## config.mk

```make
export PLATFORM = sky130hd
export DESIGN_NAME = bmem_line_arbiter
export DESIGN_NICKNAME = d
export VERILOG_FILES = /design/src/rtl/bmem_line_arbiter.sv
export SDC_FILE = /design/constraint.sdc
export NUM_CORES = 2
export LEC_CHECK = 0
export BUFFER_PORTS_ARGS = -buffer_cell sky130_fd_sc_hd__buf_4
export CAP_MARGIN = 15
export CORE_AREA = 10 10 393 395
export CTS_CLUSTER_SIZE = 28
export DETAILED_ROUTE_END_ITERATION = 7
export DIE_AREA = 0 0 403 405
export SKIP_CTS_REPAIR_TIMING = 1
export SLEW_MARGIN = 40
export SYNTH_ARGS = -nofsm -noshare
export SYNTH_HDL_FRONTEND = slang
export SYNTH_SLANG_ARGS = --single-unit
```

## constraint.sdc

```tcl
create_clock -name clk -period 3.8 [get_ports clk]
set_clock_uncertainty 0.1 [all_clocks]
set_input_delay 0 -clock clk [delete_from_list [all_inputs] [get_ports clk]]
set_output_delay 0 -clock clk [all_outputs]
set_load 0.02 [all_outputs]
```

## src/rtl/bmem_line_arbiter.sv

```systemverilog
// -----------------------------------------------------------------------------
// bmem_line_arbiter
//
// Shares the single banked-burst memory port (bmem_*) between the instruction
// cache (i_*) and the data cache (d_*). Line requests are arbitrated
// round-robin. 256-bit write lines are serialized into 64-bit beats. Returning
// read bursts are deserialized and routed to the matching requester(s) by
// comparing bmem_raddr against the outstanding read addresses.
//
// Optional feature macro: BMEM_ARB_PERF_EN
//   When defined, 32-bit saturating performance counters are added
//   (i_grant_cnt, d_grant_cnt, merge_cnt, stall_cnt, drop_cnt). They are
//   readable hierarchically and have no effect on functional behaviour.
//
// Ports:
//   clk, rst          - single clock; synchronous active-high reset
//   i_addr, i_read    - icache line read request (level-held until i_resp)
//   i_rdata, i_resp   - icache line data and one-cycle completion pulse
//   d_addr, d_read,
//   d_write, d_wdata  - dcache line read/write request (level-held until d_resp)
//   d_rdata, d_resp   - dcache line data and one-cycle completion pulse
//   bmem_addr         - line-aligned command address
//   bmem_read         - read command (held until bmem_ready)
//   bmem_write,
//   bmem_wdata        - write beat valid / data, low beat first
//   bmem_ready        - memory accepts the command or beat this cycle
//   bmem_raddr,
//   bmem_rdata,
//   bmem_rvalid       - returning burst address / beat / beat valid
//
// Handshake: a command or write beat is transferred on a cycle where the
// corresponding bmem_read/bmem_write is high and bmem_ready is high; the
// arbiter holds address and data stable until then. Return beats carry no
// back-pressure: each cycle with bmem_rvalid high delivers one beat, and the
// beats of one burst are contiguous.
// -----------------------------------------------------------------------------
module bmem_line_arbiter #(
    parameter int LINE_W = 256,
    parameter int BEAT_W = 64
) (
    input  logic              clk,
    input  logic              rst,
    input  logic [31:0]       i_addr,
    input  logic              i_read,
    output logic [LINE_W-1:0] i_rdata,
    output logic              i_resp,
    input  logic [31:0]       d_addr,
    input  logic              d_read,
    input  logic              d_write,
    input  logic [LINE_W-1:0] d_wdata,
    output logic [LINE_W-1:0] d_rdata,
    output logic              d_resp,
    output logic [31:0]       bmem_addr,
    output logic              bmem_read,
    output logic              bmem_write,
    output logic [BEAT_W-1:0] bmem_wdata,
    input  logic              bmem_ready,
    input  logic [31:0]       bmem_raddr,
    input  logic [BEAT_W-1:0] bmem_rdata,
    input  logic              bmem_rvalid
);

    localparam int BEATS = LINE_W / BEAT_W;
    localparam int CW    = $clog2(BEATS);
    localparam logic [CW-1:0] LAST_BEAT = CW'(BEATS - 1);
    localparam logic [31:0]   LINE_MASK = ~(32'(LINE_W / 8) - 32'd1);

    typedef enum logic [1:0] {
        IDLE    = 2'd0,
        RD_CMD  = 2'd1,
        WR_BEAT = 2'd2
    } state_t;

    state_t              state;
    logic [CW-1:0]       wc;
    logic                cur_d;          // owner of the command in flight: 1 = D
    logic                last_grant_d;   // 1 = D was granted last
    logic                i_pend, d_pend;
    logic                i_out_v, d_out_v;
    logic [31:0]         i_out_addr, d_out_addr;

    logic [CW-1:0]       rc;
    logic [LINE_W-BEAT_W-1:0] asm_buf;   // all beats but the last
    logic [31:0]         cap_addr;

    logic [31:0]         i_line, d_line;
    logic                issuing;
    logic                i_new, i_req, i_merge, i_cand, i_grant;
    logic                d_new, d_req, d_merge, d_cand, d_grant;
    logic                completing, i_hit, d_hit;
    logic                rd_accept, wr_done;
    logic [CW-1:0]       wc_next;
    logic [LINE_W-1:0]   line_now;

    assign i_line  = i_addr & LINE_MASK;
    assign d_line  = d_addr & LINE_MASK;
    assign issuing = (state != IDLE);

    // A request is new only if its owner has nothing pending, in issue,
    // outstanding, or completing this cycle (the request is still held high
    // during the resp cycle).
    assign i_new = i_read & ~(i_pend | i_out_v | (issuing & ~cur_d) | i_resp);
    assign d_new = (d_read | d_write) & ~(d_pend | d_out_v | (issuing & cur_d) | d_resp);
    assign i_req = i_pend | i_new;
    assign d_req = d_pend | d_new;

    // Beat 3 of a burst is arriving: outstanding flags may clear this cycle.
    assign completing = bmem_rvalid & (rc == LAST_BEAT);
    assign i_hit      = completing & i_out_v & (i_out_addr == cap_addr);
    assign d_hit      = completing & d_out_v & (d_out_addr == cap_addr);

    // Merging is suppressed while a burst completes, otherwise the merged
    // requester would wait on a burst that has just finished.
    assign i_merge = i_req & ~completing &
                     ((d_out_v & (d_out_addr == i_line)) |
                      ((state == RD_CMD) & cur_d & (bmem_addr == i_line)));
    assign d_merge = d_req & ~d_write & ~completing &
                     ((i_out_v & (i_out_addr == d_line)) |
                      ((state == RD_CMD) & ~cur_d & (bmem_addr == d_line)));

    // Grants only happen in IDLE, so a read never overtakes a write burst that
    // is still in WR_BEAT to the same line.
    assign i_cand  = i_req & ~i_merge;
    assign d_cand  = d_req & ~d_merge;
    assign i_grant = (state == IDLE) & i_cand & (~d_cand | last_grant_d);
    assign d_grant = (state == IDLE) & d_cand & ~i_grant;

    assign rd_accept = (state == RD_CMD) & bmem_ready;
    assign wr_done   = (state == WR_BEAT) & bmem_ready & (wc == LAST_BEAT);
    assign wc_next   = wc + CW'(1);
    assign line_now  = {bmem_rdata, asm_buf};

    // Issue FSM
    always_ff @(posedge clk) begin
        if (rst) begin
            state        <= IDLE;
            wc           <= '0;
            cur_d        <= 1'b0;
            last_grant_d <= 1'b1;
            i_pend       <= 1'b0;
            d_pend       <= 1'b0;
            bmem_addr    <= '0;
            bmem_read    <= 1'b0;
            bmem_write   <= 1'b0;
            bmem_wdata   <= '0;
        end else begin
            if (i_grant || i_merge)  i_pend <= 1'b0;
            else if (i_new)          i_pend <= 1'b1;
            if (d_grant || d_merge)  d_pend <= 1'b0;
            else if (d_new)          d_pend <= 1'b1;

            case (state)
                IDLE: begin
                    if (i_grant) begin
                        state        <= RD_CMD;
                        bmem_read    <= 1'b1;
                        bmem_addr    <= i_line;
                        cur_d        <= 1'b0;
                        last_grant_d <= 1'b0;
                    end else if (d_grant) begin
                        bmem_addr    <= d_line;
                        cur_d        <= 1'b1;
                        last_grant_d <= 1'b1;
                        if (d_write) begin
                            state      <= WR_BEAT;
                            bmem_write <= 1'b1;
                            bmem_wdata <= d_wdata[BEAT_W-1:0];
                            wc         <= '0;
                        end else begin
                            state     <= RD_CMD;
                            bmem_read <= 1'b1;
                        end
                    end
                end
                RD_CMD: begin
                    if (bmem_ready) begin
                        bmem_read <= 1'b0;
                        state     <= IDLE;
                    end
                end
                WR_BEAT: begin
                    if (bmem_ready) begin
                        if (wc == LAST_BEAT) begin
                            bmem_write <= 1'b0;
                            state      <= IDLE;
                        end else begin
                            wc         <= wc_next;
                            bmem_wdata <= d_wdata[int'(wc_next)*BEAT_W +: BEAT_W];
                        end
                    end
                end
                default: state <= IDLE;
            endcase
        end
    end

    // Outstanding read registers: set on command acceptance or merge,
    // cleared when the matching burst completes.
    always_ff @(posedge clk) begin
        if (rst) begin
            i_out_v    <= 1'b0;
            d_out_v    <= 1'b0;
            i_out_addr <= '0;
            d_out_addr <= '0;
        end else begin
            if (i_merge) begin
                i_out_v    <= 1'b1;
                i_out_addr <= i_line;
            end else if (rd_accept && !cur_d) begin
                i_out_v    <= 1'b1;
                i_out_addr <= bmem_addr;
            end else if (i_hit) begin
                i_out_v    <= 1'b0;
            end

            if (d_merge) begin
                d_out_v    <= 1'b1;
                d_out_addr <= d_line;
            end else if (rd_accept && cur_d) begin
                d_out_v    <= 1'b1;
                d_out_addr <= bmem_addr;
            end else if (d_hit) begin
                d_out_v    <= 1'b0;
            end
        end
    end

    // Deserializer and response generation
    always_ff @(posedge clk) begin
        if (rst) begin
            rc       <= '0;
            asm_buf  <= '0;
            cap_addr <= '0;
            i_resp   <= 1'b0;
            d_resp   <= 1'b0;
            i_rdata  <= '0;
            d_rdata  <= '0;
        end else begin
            i_resp <= i_hit;
            d_resp <= d_hit | wr_done;
            if (bmem_rvalid) begin
                rc <= rc + CW'(1);
                if (rc == '0)
                    cap_addr <= bmem_raddr & LINE_MASK;
                if (rc != LAST_BEAT)
                    asm_buf[int'(rc)*BEAT_W +: BEAT_W] <= bmem_rdata;
            end
            if (i_hit) i_rdata <= line_now;
            if (d_hit) d_rdata <= line_now;
        end
    end

`ifdef BMEM_ARB_PERF_EN
    logic [31:0] i_grant_cnt, d_grant_cnt, merge_cnt, stall_cnt, drop_cnt;

    always_ff @(posedge clk) begin
        if (rst) begin
            i_grant_cnt <= '0;
            d_grant_cnt <= '0;
            merge_cnt   <= '0;
            stall_cnt   <= '0;
            drop_cnt    <= '0;
        end else begin
            if (i_grant && i_grant_cnt != '1)
                i_grant_cnt <= i_grant_cnt + 32'd1;
            if (d_grant && d_grant_cnt != '1)
                d_grant_cnt <= d_grant_cnt + 32'd1;
            if ((i_merge || d_merge) && merge_cnt != '1)
                merge_cnt <= merge_cnt + 32'd1;
            if (issuing && !bmem_ready && stall_cnt != '1)
                stall_cnt <= stall_cnt + 32'd1;
            if (completing && !i_hit && !d_hit && drop_cnt != '1)
                drop_cnt <= drop_cnt + 32'd1;
        end
    end
`else
`endif

endmodule
```

==> impl_metrics.json <==
{
  "r2r-start": "bmem_addr[25]$_SDFFE_PP0P_",
  "synth_common_cells": "nand2_1 (1093), dfxtp_1 (892), a21oi_1 (638)",
  "hold_end": "asm_buf[103]$_SDFFE_PP0P_",
  "ys_seq_area_share_pct": 50.9,
  "cts_num_sinks": 892,
  "cts_max_level": 3,
  "r2r_cells": 11,
  "p_int_w": 0.0180,
  "netSwitchingPower_w": 0.00839,
  "hpwl_um": 127000,
  "power_density_nw_per_um2": 514,
  "yosysTopAreaCellShare_pct": 50.9,
  "numCtsBuffers": 100,
  "violations": "design-rule violations",
  "clkSlewWorstSetupHoldPaths_ns": 0.06,
  "fin_ws_ns": 0.214,
  "yosys.area.top_type": "dfxtp_1",
  "synthDistinctLibCells": 55,
  "synth_edf_count": 0,
  "slew_violations": 0,
  "setup-tns-final_ns": 0,
  "post-route-period-util_pct": 94.4,
  "maxCapViolCount": 0,
  "postSynthAreaPerCell_um2": 8.32,
  "num_io_pins": 1035,
  "start_util_pct": 23.9,
  "grt_pass1_vias": 32141,
  "worstMarginPinSlew_ns": 0.997,
  "antenna_found_initial": 17,
  "drcViolationCount": 1,
  "cp-end-kind": "register",
  "synth.area.top_cells": "dfxtp_1 (51%), nand2_1 (12%), a21oi_1 (9.1%)",
  "synth-main-ff-cell": "dfxtp_1",
  "area_growth_pct": 46.4,
  "p_seq_share_pct": 39.9,
  "grt_max_degree": 161,
  "dieArea_um2": 163000,
  "sw_frac_of_total_pct": 31.8,
  "ant_nets": 0,
  "worstPathArrival_ns": 4.07,
  "preCtsSetupSlack_ns": 0.365,
  "syn_area_um2": 35100,
  "drtIter0Drc": 3060,
  "hold_violations": 0,
  "clock_path_buffers": 3,
  "cts-root-buf": "clkbuf_16",
  "cp_max_fo": 15,
  "wl_per_cell_um": 24.0,
  "crit_path_start_kind": "register",
  "combinationalPowerShare_pct": 23.1,
  "r2r_setup_slack_ns": 0.21,
  "ys_warn_count": 0,
  "dieWidth_um": 403,
  "async_flop_share_pct": 0,
  "slew_headroom_pct": 33.5,
  "critPathKind": "reg2reg",
  "die_y_um": 405,
  "max_freq_ghz": 0.279,
  "core_area_um2": 147000,
  "viasPerCell": 4.79,
  "numPortBuffers": 1014,
  "rows": 141,
  "layout-drive-gt1-share_pct": 24.6,
  "outcome": "complete, but fails checks",
  "drt_pass1_iterations": 8,
  "cts_tree": "done",
  "vias": 35538,
  "clk_latency_ns": 0.74,
  "rsz0062_at_grt": "false",
  "ys_seq_elements": 892,
  "worstHoldPathType": "in2reg",
  "nFillCells": 15127,
  "fin_nets": 5831,
  "gp_congestion": 0.998,
  "syn_inst": 4215,
  "overflow": 0,
  "timing.rr.end": "bmem_wdata[57]$_SDFFE_PP0P_",
  "yosysMostFrequentCell": "nand2_1",
  "hp-start": "bmem_rdata[39]",
  "vdd.ir_drop.worst_mv": 0.400,
  "hold_depth": 4,
  "clkPwrFrac_pct": 37.1,
  "grt_first_pass_wirelength_um": 242000,
  "leakage_nw": 20.1,
  "gr-usage-all-layers_pct": 20.0,
  "cp.required_ns": 4.28,
  "setup_viol": 0,
  "routed_wl_um": 178000,
  "fin_crit_ns": 3.59
}
==> kinds of logic (layout without fill, tap and decap cells) <==
logic type | count (synthesis) | after routing | share of synthesized area (%)
other cells | 1 | 15 | 0.0107
flops | 892 | 892 | 50.9
mux | 239 | 239 | 7.15
compound gates | 942 | 942 | 15.4
simple gates | 1637 | 1637 | 18.3
buf+inv | 335 | 1598 | 3.93
fa+ha+maj | 6 | 6 | 0.214
xor+xnor | 163 | 163 | 4.07
==> how the worst max path moves through the flow <==
stage	startpoint	to
floorplan	bmem_addr[19]$_SDFFE_PP0P_	bmem_wdata[13]$_SDFFE_PP0P_
global placement	bmem_addr[25]$_SDFFE_PP0P_	bmem_wdata[40]$_SDFFE_PP0P_
detailed placement	bmem_addr[25]$_SDFFE_PP0P_	bmem_wdata[8]$_SDFFE_PP0P_
CTS	bmem_addr[25]$_SDFFE_PP0P_	bmem_wdata[57]$_SDFFE_PP0P_
finish	bmem_addr[25]$_SDFFE_PP0P_	bmem_wdata[57]$_SDFFE_PP0P_
global route	wc[0]$_SDFFE_PP0P_	bmem_wdata[2]$_SDFFE_PP0P_
==> flip-flops by register name, indices dropped and copies added, names as in the netlist, 2 cells and up <==
| register | count |
|---|---|
| asm_buf | 192 |
| bmem_addr | 27 |
| bmem_wdata | 64 |
| cap_addr | 27 |
| d_out_addr | 27 |
| d_rdata | 256 |
| i_out_addr | 27 |
| i_rdata | 256 |
| rc | 2 |
| state | 2 |
| wc | 2 |
==> metal layers <==
metal | track usage, % | wire length (um) | up-vias
li1 | - | - | 16535
met1 | 25.9 | 75100 | 17270
met2 | 31.7 | 81800 | 1427
met3 | 5.08 | 14300 | 300
met4 | 7.83 | 6620 | 6
met5 | 0 | 40 | -
==> critical path, cell delays in order, from the launching register on <==
cell	delay (ns)
dfxtp_1	0.49
xor2_1	0.11
nor4_1	0.56
buf_4	0.22
nor4bb_1	0.33
a22oi_1	0.24
o21a_2	0.30
a311oi_4	0.31
buf_12	0.23
buf_4	0.24
mux2i_1	0.22
nor2_1	0.06
==> placed cells by master, fill, tap and decap left out, types with 5 or more instances in the layout <==
cell / n
nor3_1: 8
xnor2_1: 136
inv_1: 6
conb_1: 5
clkbuf_16: 100
clkinv_16: 5
clkbuf_1: 29
diode_2: 10
nor2_1: 443
nand2_1: 1089
nor4_1: 12
dfxtp_1: 891
clkinv_2: 13
inv_6: 6
mux2i_1: 147
buf_4: 1053
dlygate4sd3_1: 326
buf_12: 26
a21oi_1: 636
a22oi_1: 194
xor2_1: 27
ha_1: 5
nand3_1: 5
o22ai_1: 64
a211oi_1: 29
clkbuf_8: 22
mux2_2: 92
nand4_1: 43
==> stage by stage <==
stage                     util (%)  cells  hold slack, ns  instance area, um^2  power (W)
after floorplan                  -   4219          0.0360                35100     0.0137
after global placement        30.5   6903           0.153                44700     0.0161
after detailed placement      30.5   6903           0.160                44700     0.0161
after CTS                     32.7   7085          -0.668                48000     0.0260
after global routing          35.0   7416        -0.00611                51300     0.0273
final                         35.0   7422          0.0103                51400     0.0264
==> final cells by class <==
cell class              count  area [um^2]  share of cell area (%)
repair buffers           1410        11800                    22.9
flip-flops and latches    892        17900                    34.8
multi-input cells        2992        16000                    31.1
well taps                1930         2410                    4.70
clock buffers             151         2910                    5.67
inverters                   6         22.5                  0.0439
clock inverters            31          388                   0.755
diodes                     10         25.0                  0.0487
==> power groups by stage <==
stage                     combinational, W  sequential, W  clock, W
after floorplan                    0.00277         0.0109         0
after detailed placement           0.00545         0.0107         0
final                              0.00608         0.0105   0.00979
after CTS                          0.00547         0.0105    0.0100
after global routing               0.00637         0.0106    0.0104
after global placement             0.00545         0.0107         0
Power figures use the tool's default switching activity.
